### config.mk
export PLATFORM = sky130hd
export DESIGN_NAME = mem_issue_buffer
export DESIGN_NICKNAME = d
export VERILOG_FILES = /design/src/rtl/mem_issue_buffer.sv
export SDC_FILE = /design/constraint.sdc
export NUM_CORES = 1
export LEC_CHECK = 0
export BUFFER_PORTS_ARGS = -buffer_cell sky130_fd_sc_hd__buf_2
export CAP_MARGIN = 20
export CORE_AREA = 2 2 162 164
export DETAILED_ROUTE_END_ITERATION = 10
export DIE_AREA = 0 0 164 166
export MAX_ROUTING_LAYER = met4
export PLACE_DENSITY = 0.74
export SYNTH_ARGS = -nofsm -noshare
export SYNTH_HDL_FRONTEND = slang
export SYNTH_SLANG_ARGS = --single-unit
### constraint.sdc
create_clock -name clk -period 2.7 [get_ports clk]
set_input_delay 0.81 -clock clk [delete_from_list [all_inputs] [get_ports clk]]
set_output_delay 0.81 -clock clk [all_outputs]
set_load 0.005 [all_outputs]
### src/rtl/mem_issue_buffer.sv
// Purpose: in-order issue buffer that sits between the load/store queue and data memory; DEPTH-entry FIFO plus one output register.
// Latency: 2 cycles from acceptance to valid_out_M, or 1 cycle when MEM_ISSUE_BYPASS_EN is defined and the buffer is empty.
// Backpressure: stall_in_M freezes the output register; stall_out = registered full; requests arriving while full are dropped and drop_err is set.
module mem_issue_buffer #(
    parameter int DEPTH = 4
) (
    input  logic                     clk,
    input  logic                     rst,
    input  logic                     valid_in,
    input  logic                     rw_in,
    input  logic [31:0]              addr_in,
    input  logic [31:0]              data_in,
    input  logic [3:0]               id_in,
    output logic                     stall_out,
    output logic                     valid_out_M,
    output logic                     rw_out_M,
    output logic [31:0]              addr_out_M,
    output logic [31:0]              data_out_M,
    output logic [3:0]               ldstID_out_M,
    input  logic                     stall_in_M,
    output logic [$clog2(DEPTH):0]   count,
    output logic                     drop_err
);

    localparam int AW = $clog2(DEPTH);
    localparam int CW = AW + 1;
    localparam logic [CW-1:0] FULL_CNT = CW'(DEPTH);

    if (DEPTH < 2 || (DEPTH & (DEPTH - 1)) != 0) begin : g_bad_depth
        $error("mem_issue_buffer: DEPTH must be a power of two and at least 2");
    end

    typedef struct packed {
        logic        rw;
        logic [31:0] addr;
        logic [31:0] data;
        logic [3:0]  id;
    } req_t;

    req_t            mem_q [DEPTH];
    req_t            mem_d [DEPTH];
    logic [AW-1:0]   wr_ptr_q, wr_ptr_d;
    logic [AW-1:0]   rd_ptr_q, rd_ptr_d;
    logic [CW-1:0]   count_q, count_d;
    logic            vld_q, vld_d;
    req_t            out_q, out_d;
    logic            drop_err_q, drop_err_d;

    req_t            in_req;
    logic            xfer, out_free, fifo_empty, fifo_full;
    logic            push, byp, fifo_wr, pop;

    always_comb begin
        in_req     = '{rw: rw_in, addr: addr_in, data: data_in, id: id_in};
        xfer       = vld_q & ~stall_in_M;
        out_free   = ~vld_q | xfer;
        fifo_empty = (count_q == '0);
        fifo_full  = (count_q == FULL_CNT);
        // Acceptance looks only at registered occupancy, so a same-edge pop never frees a slot for a full-time arrival.
        push       = valid_in & ~fifo_full;
`ifdef MEM_ISSUE_BYPASS_EN
        byp        = push & out_free & fifo_empty;
`else
        byp        = 1'b0;
`endif
        fifo_wr    = push & ~byp;
        pop        = out_free & ~fifo_empty;

        mem_d = mem_q;
        if (fifo_wr) begin
            mem_d[wr_ptr_q] = in_req;
        end

        wr_ptr_d = wr_ptr_q;
        if (fifo_wr) begin
            wr_ptr_d = wr_ptr_q + AW'(1);
        end

        rd_ptr_d = rd_ptr_q;
        if (pop) begin
            rd_ptr_d = rd_ptr_q + AW'(1);
        end

        count_d = count_q;
        case ({fifo_wr, pop})
            2'b10:   count_d = count_q + CW'(1);
            2'b01:   count_d = count_q - CW'(1);
            default: count_d = count_q;
        endcase

        // Fields hold their last value when the register empties; only the valid bit drops.
        out_d = out_q;
        vld_d = vld_q;
        if (pop) begin
            out_d = mem_q[rd_ptr_q];
            vld_d = 1'b1;
        end else if (byp) begin
            out_d = in_req;
            vld_d = 1'b1;
        end else if (out_free) begin
            vld_d = 1'b0;
        end

        drop_err_d = drop_err_q | (valid_in & fifo_full);
    end

    always_ff @(posedge clk or negedge rst) begin
        if (!rst) begin
            wr_ptr_q   <= '0;
            rd_ptr_q   <= '0;
            count_q    <= '0;
            vld_q      <= 1'b0;
            out_q      <= '0;
            drop_err_q <= 1'b0;
        end else begin
            wr_ptr_q   <= wr_ptr_d;
            rd_ptr_q   <= rd_ptr_d;
            count_q    <= count_d;
            vld_q      <= vld_d;
            out_q      <= out_d;
            drop_err_q <= drop_err_d;
        end
    end

    // Storage is not reset; the pointers and count alone decide which entries are live.
    always_ff @(posedge clk) begin
        mem_q <= mem_d;
    end

    assign stall_out    = (count_q == FULL_CNT);
    assign count        = count_q;
    assign drop_err     = drop_err_q;
    assign valid_out_M  = vld_q;
    assign rw_out_M     = out_q.rw;
    assign addr_out_M   = out_q.addr;
    assign data_out_M   = out_q.data;
    assign ldstID_out_M = out_q.id;

endmodule

==> out/results.ini <==
[logic_synthesis]
syn_area_per_cell_um2 = 23.8
synthMuxAreaShare = 0.181
ys_ff_latch = 354
synth_top_area_share = 0.636
synth_area_leader_cell = edfxtp_1
seq_area_frac_synth = 0.785
mappedNetlistArea_um2 = 13000
synth_area_leaders = edfxtp_1 (64%), dfrtp_1 (15%), mux4_2 (12%)
synth_top_family_by_area = multiplexers
syn-num-nets = 628
netlist_instances = 549
synth_simple_gate_area_frac = 0.00576
synth_compound_area_frac = 0.000576
synthAdderAreaFrac = 0.00633
synth-xor-area-share = 0.00403
yosysWarnings = 0
synth_cell_types = 24

[final_layout]
n_fill_cell = 1807
final_common_cell = edfxtp_1
area_delta_synth_final_pct = 18.9
layout_common_cells = edfxtp_1 (276), buf_2 (146), dfrtp_1 (76)
drive_gt1_frac = 0.476
nets = 809
finalInstanceArea_um2 = 15500

[clock_network]
ctsHtreeMaxLevel = 2
clockRootBuffer = clkbuf_16
cts_sinks = 354
cts_buffers = 36
cts.hold.buffers_added = 0
clk_pin_slew_worst_paths_ns = 0.06
cts_buffer_depth = 3
cts_tree = yes
clock_latency_ns = 0.51
post_cts_buffers = 0
ctsResizeCount = 0

[floorplanning]
ios = 148
die_area_um2 = 27200
die_w_um = 164
fp.dieH_um = 166
coreArea_um2 = 25600
start_util = 0.509
num_rows = 59

[sta]
slew_violations = 0
fin_setup_tns_ns = 0
hold_viol = 0
min_period_ns = 2.22
rsz0062_at_grt = no
whs_ns = 0.287
worst_pin_slew_ns = 0.571
relSlewSlack = 0.619
finalCritPeriodShare = 0.822
max_freq_mhz = 451
skew_ns = 0.0111
setup_viol = 0

[worst_setup_path]
criticalPathCategory = flop to primary output
end_kind = primary output
crit_chain = nor3b_1, buf_2
max_stage_delay_ns = 0.42
r2r.worst_path.cells = 10
start_kind = flop
r2r_setup_slack_ns = 0.53
crit_fanout = 5
rr_startpoint = count[0]$_DFFE_PN0P_
cp.arrival_ns = 1.41
cp_slowest_cell = dfrtp_1
cp.required_ns = 1.89
path_buf_inv = 1
crit_family = flip-flops
r2r_end = count[2]$_DFFE_PN0P_

[global_routing]
grtUsageTotal = 0.189
use_met1 = 0.235
grt_max_degree = 71
grt_remaining_overflow = 0
met2_usage = 0.319
busiest_layer = met2
met3_usage = 0.0385
antenna_found_initial = 5
grt_pass1_vias = 6496
grt_first_pass_wirelength_um = 37400

[placement]
placement.io_buffers = 147
hpwl_um = 15000
gp_congestion = 0.805
post_dp_cell_area_um2 = 14300

[routing]
routed_wl_um = 24200
ant_nets = 0
firstDrtPassIters = 4
drc = 0
vias_per_cell = 5.42
vias = 5941
wire_per_inst_um = 22.0
drt_first_iter_violations = 387

[status]
status = finished clean

[pwr]
power.density_nw_per_um2 = 1140
cellLeakagePower_nw = 5.60
power_mw = 17.7
worst_ir_drop_vdd_uv = 785

[run]
maxCapViolCount = 0

[worst_hold_path]
hold_path.class = input port to asynchronous set/reset pin

-- metrics by stage --
stage | cells | setup slack, ns | util
after floorplan | 549 | 0.208 | -
after global placement | 1027 | 0.360 | 0.558
after detailed placement | 1027 | 0.310 | 0.558
after CTS | 1091 | 0.457 | 0.605
after global routing | 1096 | 0.364 | 0.605
final | 1097 | 0.480 | 0.605
-- worst max-delay path by stage --
stage / start / endpoint / slack, ns / cells after the start
floorplan: valid_in / mem_q[0]$_DFFE_PP_ / 0.21 / 2
global placement: valid_in / count[2]$_DFFE_PN0P_ / 0.36 / 10
detailed placement: valid_in / count[2]$_DFFE_PN0P_ / 0.31 / 10
CTS: count[0]$_DFFE_PN0P_ / stall_out / 0.46 / 2
global route: count[0]$_DFFE_PN0P_ / count[2]$_DFFE_PN0P_ / 0.36 / 10
finish: count[0]$_DFFE_PN0P_ / stall_out / 0.48 / 2
-- per-layer routing --
layer / part of all wire / wire [um]
met1: 0.39 / 9520
met2: 0.53 / 12800
met3: 0.059 / 1420
met4: 0.019 / 454
met5: 0 / 0
-- synth_stat cells (all sizes together) --
cell type,n
a21o,1
and2,4
buf,16
clkbuf,7
dfrtp,78
edfxtp,276
fa,1
ha,5
inv,7
mux2,70
mux2i,1
mux4,69
nand2,2
nand2b,1
nand3,1
nor2,1
nor2b,1
nor3b,1
or3,1
xnor2,4
xor2,2
-- worst reg2reg max path: stages, from the launching register on --
cell and delay (ns):
dfrtp_1 0.42, nor3b_1 0.30, nor2b_1 0.11, buf_4 0.18, inv_1 0.06, ha_1 0.17, inv_1 0.06, fa_1 0.37
xor2_1 0.15, nor2_1 0.11, xor2_1 0.16
-- layout make-up --
type | instances | area, um2 | area share
antenna | 6 | 15.0 | 0.000968
clock buffer | 49 | 1000 | 0.0646
clock inverter | 15 | 193 | 0.0124
multi-input combinational | 165 | 2580 | 0.167
inverter | 7 | 26.3 | 0.00169
sequential | 354 | 10200 | 0.661
timing repair buffer | 166 | 1020 | 0.0657
tap | 335 | 419 | 0.0270
-- flip-flops by register name, indices dropped and copies added, names as in the netlist --
register / count
data_out_M: 32
rw_out_M: 1
rd_ptr_q: 2
drop_err: 1
ldstID_out_M: 4
count: 3
valid_out_M: 1
addr_out_M: 32
mem_q: 276
wr_ptr_q: 2
-- where the power goes --
part | total (mW) | internal, mW | switching, mW
registers | 8.16 | 7.45 | 0.710
clock network | 4.99 | 3.07 | 1.92
logic | 4.54 | 2.52 | 2.02
total | 17.7 | 13.0 | 4.65
-- cells by family after synthesis --
group / count (synthesis)
flip-flops: 354
buffers and inverters: 30
adder cells (fa/ha/maj): 6
multiplexers: 140
XOR/XNOR: 6
AND/OR/NAND/NOR: 12
AO/OA/AOI/OAI: 1
Note: power is estimated with default switching activity, not from simulation.
